`config.mk`:
```
export PLATFORM = sky130hd
export DESIGN_NAME = mac_lookup_sched
export DESIGN_NICKNAME = d
export VERILOG_FILES = /design/src/rtl/mac_lookup_sched.sv
export SDC_FILE = /design/constraint.sdc
export NUM_CORES = 1
export LEC_CHECK = 0
export BUFFER_PORTS_ARGS = -buffer_cell sky130_fd_sc_hd__buf_2
export CORE_AREA = 2 2 229 231
export DETAILED_ROUTE_END_ITERATION = 8
export DIE_AREA = 0 0 231 233
export MAX_ROUTING_LAYER = met4
export PLACE_DENSITY_LB_ADDON = 0.3
export SLEW_MARGIN = 0
export SYNTH_ARGS = -nofsm -noshare
export SYNTH_HDL_FRONTEND = slang
export SYNTH_SLANG_ARGS = --single-unit
```
`constraint.sdc`:
```
create_clock -name clk -period 11 [get_ports clk]
set_input_delay 2.75 -clock clk [delete_from_list [all_inputs] [get_ports clk]]
set_output_delay 2.75 -clock clk [all_outputs]
set_load 0.005 [all_outputs]
```
`src/rtl/mac_lookup_sched.sv`:
```
`default_nettype none
// ============================================================================
// Module   : mac_lookup_sched
// Purpose  : Round-robin scheduler sharing one MAC lookup/learning table among
//            REQS ingress requesters. One lookup in flight at a time. The
//            table result is captured, turned into a filtered forwarding mask
//            and returned to the issuing requester. Hit/miss statistics are
//            also kept here.
// Ports    : clk, reset             - clock, async active-high reset
//            req_valid/ready        - per-requester request handshake
//            req_dst/src/port       - packed per-requester lookup fields
//            tbl_*                  - MAC table drive (out) and result (in)
//            rsp_valid/ready        - per-requester response handshake
//            rsp_found/port/mask    - registered lookup result
//            busy                   - scheduler not idle
//            hit_count/miss_count   - wrapping completion statistics
// Revision : 1.0 - initial release
// ============================================================================
module mac_lookup_sched #(
  parameter int ADDR_WIDTH = 48,
  parameter int REQS       = 4,
  parameter int PORTS      = 16,
  parameter int TBL_LAT    = 1
) (
  input  logic                       clk,
  input  logic                       reset,
  input  logic [REQS-1:0]            req_valid,
  output logic [REQS-1:0]            req_ready,
  input  logic [REQS*ADDR_WIDTH-1:0] req_dst,
  input  logic [REQS*ADDR_WIDTH-1:0] req_src,
  input  logic [REQS*4-1:0]          req_port,
  output logic [ADDR_WIDTH-1:0]      tbl_mac_addr,
  output logic [ADDR_WIDTH-1:0]      tbl_src_addr,
  output logic [3:0]                 tbl_incoming_port,
  input  logic [3:0]                 tbl_port_out,
  input  logic                       tbl_found,
  input  logic [PORTS-1:0]           tbl_broadcast,
  output logic [REQS-1:0]            rsp_valid,
  input  logic [REQS-1:0]            rsp_ready,
  output logic                       rsp_found,
  output logic [3:0]                 rsp_port,
  output logic [PORTS-1:0]           rsp_mask,
  output logic                       busy,
  output logic [15:0]                hit_count,
  output logic [15:0]                miss_count
);

  localparam int c_IDX_W = (REQS > 1) ? $clog2(REQS) : 1;
  localparam int c_CNT_W = $clog2(TBL_LAT + 2);
  localparam logic [c_CNT_W-1:0] c_LAT_LAST = c_CNT_W'(TBL_LAT);

  typedef enum logic [1:0] {
    ST_IDLE    = 2'd0,
    ST_LOOKUP  = 2'd1,
    ST_RESPOND = 2'd2
  } state_t;

  state_t r_state, w_state_next;

  logic [c_IDX_W-1:0]    r_rr_ptr;
  logic [c_IDX_W-1:0]    r_gnt;
  logic [c_CNT_W-1:0]    r_lat_cnt;
  logic [ADDR_WIDTH-1:0] r_dst;
  logic [ADDR_WIDTH-1:0] r_src;
  logic [3:0]            r_port;
  logic [REQS-1:0]       r_rsp_valid;
  logic                  r_rsp_found;
  logic [3:0]            r_rsp_port;
  logic [PORTS-1:0]      r_rsp_mask;
  logic [15:0]           r_hit_count;
  logic [15:0]           r_miss_count;

  logic                  w_any;
  logic [c_IDX_W-1:0]    w_gnt_idx;
  logic                  w_grant;
  logic                  w_capture;
  logic                  w_accept;
  logic [ADDR_WIDTH-1:0] w_sel_dst;
  logic [ADDR_WIDTH-1:0] w_sel_src;
  logic [3:0]            w_sel_port;
  logic [REQS-1:0]       w_gnt_onehot;
  logic [PORTS-1:0]      w_hit_onehot;
  logic [PORTS-1:0]      w_ingress_bit;
  logic [PORTS-1:0]      w_mask;

  // Rotating priority search: first requester at or above r_rr_ptr, wrapping.
  always_comb begin
    logic [c_IDX_W-1:0] v_cand;
    int                 v_k;
    w_any     = 1'b0;
    w_gnt_idx = '0;
    v_cand    = '0;
    v_k       = 0;
    for (int i = 0; i < REQS; i++) begin
      v_k    = (int'(r_rr_ptr) + i) % REQS;
      v_cand = c_IDX_W'(v_k);
      if (!w_any && req_valid[v_cand]) begin
        w_any     = 1'b1;
        w_gnt_idx = v_cand;
      end
    end
  end

  // Field mux for the winning requester (constant slice indices only).
  always_comb begin
    w_sel_dst  = '0;
    w_sel_src  = '0;
    w_sel_port = '0;
    for (int r = 0; r < REQS; r++) begin
      if (w_gnt_idx == c_IDX_W'(r)) begin
        w_sel_dst  = req_dst[r*ADDR_WIDTH +: ADDR_WIDTH];
        w_sel_src  = req_src[r*ADDR_WIDTH +: ADDR_WIDTH];
        w_sel_port = req_port[r*4 +: 4];
      end
    end
  end

  always_comb begin
    w_gnt_onehot        = '0;
    w_gnt_onehot[r_gnt] = 1'b1;
  end

  // A table port outside 0..PORTS-1 matches no bit, so the hit mask is zero.
  always_comb begin
    w_hit_onehot  = '0;
    w_ingress_bit = '0;
    for (int b = 0; b < PORTS; b++) begin
      w_hit_onehot[b]  = (tbl_port_out == 4'(b));
      w_ingress_bit[b] = (r_port == 4'(b));
    end
    if (tbl_found) begin
      w_mask = (tbl_port_out == r_port) ? '0 : w_hit_onehot;
    end else begin
      w_mask = tbl_broadcast & ~w_ingress_bit;
    end
  end

  always_ff @(posedge clk or posedge reset) begin
    if (reset) begin
      r_state <= ST_IDLE;
    end else begin
      r_state <= w_state_next;
    end
  end

  always_comb begin
    w_state_next = r_state;
    req_ready    = '0;
    w_grant      = 1'b0;
    w_capture    = 1'b0;
    w_accept     = 1'b0;
    case (r_state)
      ST_IDLE: begin
        // Gated by reset so that every output reads zero while reset is held.
        if (w_any && !reset) begin
          req_ready[w_gnt_idx] = 1'b1;
          w_grant              = 1'b1;
          w_state_next         = ST_LOOKUP;
        end
      end
      ST_LOOKUP: begin
        if (r_lat_cnt == c_LAT_LAST) begin
          w_capture    = 1'b1;
          w_state_next = ST_RESPOND;
        end
      end
      ST_RESPOND: begin
        if (rsp_ready[r_gnt]) begin
          w_accept     = 1'b1;
          w_state_next = ST_IDLE;
        end
      end
      default: w_state_next = ST_IDLE;
    endcase
  end

  always_ff @(posedge clk or posedge reset) begin
    if (reset) begin
      r_rr_ptr     <= '0;
      r_gnt        <= '0;
      r_lat_cnt    <= '0;
      r_dst        <= '0;
      r_src        <= '0;
      r_port       <= '0;
      r_rsp_valid  <= '0;
      r_rsp_found  <= 1'b0;
      r_rsp_port   <= '0;
      r_rsp_mask   <= '0;
      r_hit_count  <= '0;
      r_miss_count <= '0;
    end else begin
      if (w_grant) begin
        r_gnt     <= w_gnt_idx;
        r_dst     <= w_sel_dst;
        r_src     <= w_sel_src;
        r_port    <= w_sel_port;
        r_lat_cnt <= '0;
      end
      if (r_state == ST_LOOKUP) begin
        r_lat_cnt <= w_capture ? '0 : r_lat_cnt + 1'b1;
      end
      if (w_capture) begin
        r_rsp_valid <= w_gnt_onehot;
        r_rsp_found <= tbl_found;
        r_rsp_port  <= tbl_found ? tbl_port_out : 4'd0;
        r_rsp_mask  <= w_mask;
      end
      if (w_accept) begin
        r_rsp_valid <= '0;
        r_rr_ptr    <= (r_gnt == c_IDX_W'(REQS - 1)) ? '0 : r_gnt + 1'b1;
        if (r_rsp_found) begin
          r_hit_count <= r_hit_count + 16'd1;
        end else begin
          r_miss_count <= r_miss_count + 16'd1;
        end
      end
    end
  end

  // Zero table drive outside LOOKUP: a zero address matches only empty
  // entries, so the table neither learns nor reports a spurious hit.
  assign tbl_mac_addr      = (r_state == ST_LOOKUP) ? r_dst  : '0;
  assign tbl_src_addr      = (r_state == ST_LOOKUP) ? r_src  : '0;
  assign tbl_incoming_port = (r_state == ST_LOOKUP) ? r_port : '0;

  assign rsp_valid  = r_rsp_valid;
  assign rsp_found  = r_rsp_found;
  assign rsp_port   = r_rsp_port;
  assign rsp_mask   = r_rsp_mask;
  assign busy       = (r_state != ST_IDLE);
  assign hit_count  = r_hit_count;
  assign miss_count = r_miss_count;

endmodule
`default_nettype wire

```
==> impl_results.md, run 1 <==
- Unique masters post-synth: 56
- Synthesized flop and latch total: 165
- Cells after Synth: 1125
- Rows: 83
- Post-cts gate resize count: 0
- Worst-skew pair later-pin latency: 480 ps
- Met1 usage in global routing: 0.2167
- Initial core utilization: 0.1966
- FFs w/ async S/R, synth: 1.000
- Number of max-cap violations: 0
- Met2 Usage GRT: 0.2953
- Core Region: 51090 um^2
- GPL Wtd Cong: 0.8844
- CTS clock-pin slew for the worst setup and hold paths: 70 ps
- Max Slew Vio Count: 0
- Startpoint class of the critical path: input pin
- VDD IR max: 0.1074 mV
- Final wirelength: 47.71 mm
- DPL Wire Length: 36.11 mm
- Vias in the first global route: 11110
- Final setup viols: 0
- CTS root buf: clkbuf_16
- Worst-Margin Slew: 1181 ps
- HP Class: reg2reg
- DIE WIDTH: 231 um
- Vias/cell: 4.781
- Pwr dens: 225.3 nW/um^2
- Synth area leader: dfrtp_1
- CTS tree: built
- Crit-path max FO: 52
- Grt ovf: 0
- Peak Freq: 137.2 MHz
- Clock skew: 13.25 ps
- DIE HEIGHT: 233 um
- Tcrit/Tclk final: 0.6628
- Cell Chain, Critical Path: buf_2, mux2i_1, a22o_1, or2_4, nor3_1, buf_2
- IO buf count: 592
- YS warnings: 0
- Most used cell, CP: buf_2
- Layout cells sized above 1: 0.4145
- Clock sinks: 165
- Fin area: 14090 um^2
- Synth area leaders: dfrtp_1 41%, and2_1 6.4%, nand3_1 5.7%
- Top delay family on crit path: simple AND/OR/NAND/NOR gates
- Grt met3 use: 0.03848
- CP Launch Point: req_valid[3]
- Worst endpoint required time: 8250 ps
- Mapped cell area: 10040 um^2
- Total GRT Usage: 0.1778
- Htree depth: 4
- CP Capture Type: output port
- Die ar.: 53820 um^2
- Drt first-iter violations: 704
- CP Class: in2out
- Worst path bufs/invs: 2
- Clock Path Buffers: 2
- # IOs: 593
- P&R area growth vs syn: 40.28%
- Final std cells w/o fill: 2342
- Static Leak: 0.006655 uW
- DRT antenna net count: 0
- Power, Total: 3174 uW
- DRC errors left: 0
- Synth top area share: 0.4111
- Hold_sp: r_src[10]
- Number of CTS-inserted buffers: 17
- Routed vias: 11200
- Initial antenna violation count: 6
- RSZ-0062 raised after global routing: false
- CP arrival: 4540 ps
- Sum Neg Setup Slack: 0 ps
- Seq/Total Area, Yosys: 0.4111
- Number of synthesized flops with an enable pin: 0
- Critical Path Slowest Stage Cell: or2_4
- Fin crit period: 7290 ps
- First-pass GRT wire length: 69.43 mm
- Post-CTS setup buffer count: 0
- Area after DPL: 13480 um^2
- Average size of a mapped cell: 8.929 um^2
- Layout net count: 2080
- GRT busiest layer: met2
- Largest net degree at the start of global routing: 109
- Crit-path max cell delay: 650 ps
- Syn Nets: 1562
- Reg2reg start: r_rr_ptr[1]
- Hold Buf Count CTS: 0
- DP Cell Count: 2304
- Status: finished, final reports clean
- Final hold vios: 0
- Rel. slew slack: 0.2127
- Post-synth top flop: dfrtp_1
- TritonRoute pass-1 iters: 5
- WL/cell: 20.37 um
## placed cells by master, fill, tap and decap left out, types with 8 or more instances in the layout
cell,instances
nor3_1,33
o221ai_2,24
a22oi_1,45
nor2_1,70
o21ai_1,33
a21oi_1,8
clkbuf_16,17
a31oi_1,52
o21ai_0,45
buf_4,15
xnor2_1,19
o31ai_1,15
nand3_1,114
dfrtp_1,165
a32oi_1,12
xor2_1,13
nand2_1,68
a221oi_1,47
inv_1,19
nor2b_1,40
buf_2,592
and2_1,103
o221ai_1,15
and3_1,9
## metal layers
layer,vias up,part of all wire
met4,0,0.016
met5,-,0
met3,37,0.060
met2,439,0.50
li1,5183,-
met1,5538,0.42
## cell usage after synthesis (33+ instances only)
cell type	n
nor2b_1	41
dfrtp_1	165
nor3_1	34
buf_2	42
nor2_1	72
a221oi_1	47
nand3_1	114
and2_1	103
nand2_1	68
a22oi_1	45
a31oi_1	52
clkbuf_1	42
o21ai_0	46
o21ai_1	33
## registers in the layout, indices dropped and copies added, names as in the netlist
name and flops:
rsp_mask 16, r_rr_ptr 2, r_state 2, hit_count 16, r_dst 48, r_src 48
rsp_valid 4, r_lat_cnt 2, rsp_found 1, rsp_port 4, miss_count 16, r_port 4
r_gnt 2
## where the power goes
| part | leakage (uW) | switching (uW) | internal, uW |
|---|---|---|---|
| clock network | 0.000297 | 297 | 347 |
| logic | 0.00434 | 912 | 607 |
| registers | 0.00202 | 165 | 845 |
## metrics by stage
step / hold slack, ps / utilization / setup slack, ps
final: 471.0 / 0.2758 / 3710
after global routing: 505.1 / 0.2756 / 3536
after CTS: 479.5 / 0.2754 / 3615
after detailed placement: 461.9 / 0.2638 / 3625
after global placement: 453.8 / 0.2638 / 3671
after floorplan: 440.2 / - / 3788
## area by class of cell
cell class | instances | area (um^2)
antenna | 7 | 17.52
tap | 680 | 850.8
fill | 5617 | 37000
multi-input combinational | 832 | 5339
timing repair buffer | 607 | 3075
sequential | 165 | 4129
clock buffer | 18 | 439.2
inverter | 20 | 82.58
clock inverter | 13 | 157.7
## kinds of logic after synthesis
| logic type | after synthesis | share of synthesized area |
|---|---|---|
| DFF | 165 | 0.4111 |
| xor gates and xnor gates | 32 | 0.02790 |
| muxes | 4 | 0.005481 |
| AOI/OAI and AO/OA | 320 | 0.2417 |
| and+or+nand+nor | 470 | 0.2440 |
| adders and majority gates | 6 | 0.007474 |
| buffers and inverters | 128 | 0.06241 |
## path summary, 6_finish.rpt
kind                                end  slack, ps  cells past startpoint
max                        req_ready[1]       3710                      6
min                           r_src[10]        470                      2
max reg2reg                    r_src[5]       7580                      6
min reg2reg                   r_src[10]        470                      2
max in group asynchronous     r_dst[24]       7220                      3
min in group asynchronous   rsp_mask[3]       2450                      2
## tightest hold or removal path, cell delays in order, from the launching register on
cell     delay (ps)
dfrtp_1         340
nand2_1          50
o31ai_1          50
(Power assumes the default switching activity.)
==> inputs of run 2 (changes only) <==
Clock period 11 ns to 6.05 ns, I/O delays scaled along.
==> run 2 against run 1 <==
Compared with the run above:
- clock skew grew 1.3 ps
- non-clock buffer count grew 7
- first-iteration DRC count grew 0.85%
- critical path type unchanged
- largest cell class unchanged
==> impl_results.md, run 2 (synthesized netlist as in run 1, its figures left out) <==
- TritonRoute pass-1 iters: 5
- Status: finished, final reports clean
- CTS root buf: clkbuf_16
- Vias in the first global route: 11280
- CTS clock-pin slew for the worst setup and hold paths: 80 ps
- # IOs: 593
- Register Area: 4129 um^2
- Htree depth: 4
- Final setup viols: 0
- Die ar.: 53820 um^2
- VDD IR max: 0.2346 mV
- Hold Buf Count CTS: 0
- Routed vias: 11250
- Clock Power Share: 0.195
- Top Registers: r_dst x48, r_src x48
- Area after DPL: 13550 um^2
- Startpoint class of the critical path: input pin
- Number of max-cap violations: 0
- CTS tree: built
- First-pass GRT wire length: 71.18 mm
- Initial core utilization: 0.1966
- Number of CTS-inserted buffers: 17
- Static Leak: 0.006686 uW
- Core Region: 51090 um^2
- RR Endpoint: r_src[17]
- Final std cells w/o fill: 2346
- Layout net count: 2087
- Max Slew Vio Count: 0
- Worst-Margin Slew: 1067 ps
- Tcrit/Tclk final: 0.7297
- Final wirelength: 48.98 mm
- Multi-input logic area: 5339 um^2
- DIE HEIGHT: 233 um
- Hold_sp: miss_count[15]
- Sum Neg Setup Slack: 0 ps
- Switching share of total power: 0.4351
- WL/cell: 20.88 um
- Rel. slew slack: 0.2889
- DPL Wire Length: 37.14 mm
- Final setup margin: 1635 ps
- Rows: 83
- Commonest non-fill, non-tap cell in the layout: buf_2
- Commonest non-fill, non-tap cells in the layout: 592 x buf_2, 165 x dfrtp_1, 114 x nand3_1, 103 x and2_1, 70 x nor2_1
- P&R area growth vs syn: 40.76%
- Post-cts gate resize count: 0
- IO buf count: 592
- Crit-path max cell delay: 720 ps
- Fillers: 5600
- Reg2Reg Setup Slack: 2640 ps
- Metal2 WL: 23.23 mm
- Cell Chain, Critical Path: buf_2, nor3_2, a211oi_4, and2_1, buf_2
- Max layer used: met4
- Worst endpoint required time: 4540 ps
- Initial antenna violation count: 6
- RSZ-0062 raised after global routing: false
- DP Cell Count: 2311
- Combinational share of power: 0.486
- Reg2reg start: r_rr_ptr[1]
- Seq pwr share: 0.319
- Clock sinks: 165
- Top delay family on crit path: compound AO/OA/AOI/OAI gates
- HP Class: reg2reg
- Drt first-iter violations: 710
- Worst path bufs/invs: 2
- GPL Wtd Cong: 0.8869
- Post-Place Setup Slack: 1574 ps
- Vias/cell: 4.797
- R2R cell count: 7
- Fin area: 14140 um^2
- Internal power: 3263 uW
- Post-CTS setup buffer count: 0
- Hold_ws: 472.0 ps
- Number of cells on the worst hold path: 1
- CP Capture Type: output port
- Clock skew: 14.57 ps
- CP arrival: 2900 ps
- DRC errors left: 0
- Total GRT Usage: 0.1839
- Metal3 WL: 3.202 mm
- Wire length on met1: 20.70 mm
- Critical Path Slowest Stage Cell: a211oi_4
- Final hold vios: 0
- DIE WIDTH: 231 um
- Pwr dens: 408.6 nW/um^2
- DRT antenna net count: 0
- Worst Hold Path EP: miss_count[15]
- Peak Freq: 226.5 MHz
- Critical Path Stages: 5
- Worst-skew pair later-pin latency: 490 ps
- Sw Pwr: 2514 uW
- Largest net degree at the start of global routing: 95
- Layout cells sized above 1: 0.4170
- Fin crit period: 4415 ps
- Grt ovf: 0
- Clock Path Buffers: 2
- Crit-path max FO: 12
- CP Class: in2out
- Most used cell, CP: buf_2
## run 2: cell count changes in the layout (fill, tap and decap cells not counted), sizes merged
cell,previous run,this run
clkbuf,18,19
bufinv,2,1
diode,7,4
inv,29,24
clkinv,2,7
buf,607,614
## run 2: worst max-delay path by stage
| stage | to | slack [ps] | from |
|---|---|---|---|
| global placement | req_ready[1] | 1590 | req_valid[3] |
| floorplan | hit_count[0] | 80 | reset |
| global route | req_ready[0] | 1530 | req_valid[2] |
| CTS | req_ready[0] | 1570 | req_valid[2] |
| detailed placement | req_ready[0] | 1570 | req_valid[2] |
| finish | req_ready[0] | 1640 | req_valid[2] |
## run 2: per-layer routing
metal	global-route usage	vias to the layer above
met5	-	-
li1	-	5189
met3	0.04804	73
met4	0.07964	0
met1	0.2229	5525
met2	0.2880	467
## run 2: worst register-to-register path: cells and delay by family, from the launching register on
kind                   cells  cell delay, ps
AOI/OAI and AO/OA          2             840
buffers and inverters      2            1240
DFF                        1             540
and+or+nand+nor            3             700
## run 2: cell type report
class                      count  share of cell area
antenna                        4           0.0007080
tap                          680             0.06018
inverter                      20            0.005841
timing repair buffer         614              0.2230
multi-input combinational    832              0.3776
clock inverter                12            0.008584
clock buffer                  19             0.03204
sequential                   165              0.2920
## run 2: through the flow
step	total power (uW)	util
after CTS	5891	0.2765
after detailed placement	4724	0.2653
after floorplan	3498	-
after global routing	6235	0.2767
after global placement	4679	0.2653
final	5777	0.2767
## run 2: power by group through the flow
| stage | sequential [uW] | clock [uW] | combinational (uW) |
|---|---|---|---|
| after global placement | 1850 | 0 | 2830 |
| after floorplan | 1730 | 0 | 1770 |
| after global routing | 1900 | 1210 | 3120 |
| after detailed placement | 1860 | 0 | 2860 |
| after CTS | 1840 | 1180 | 2870 |
| final | 1840 | 1130 | 2810 |
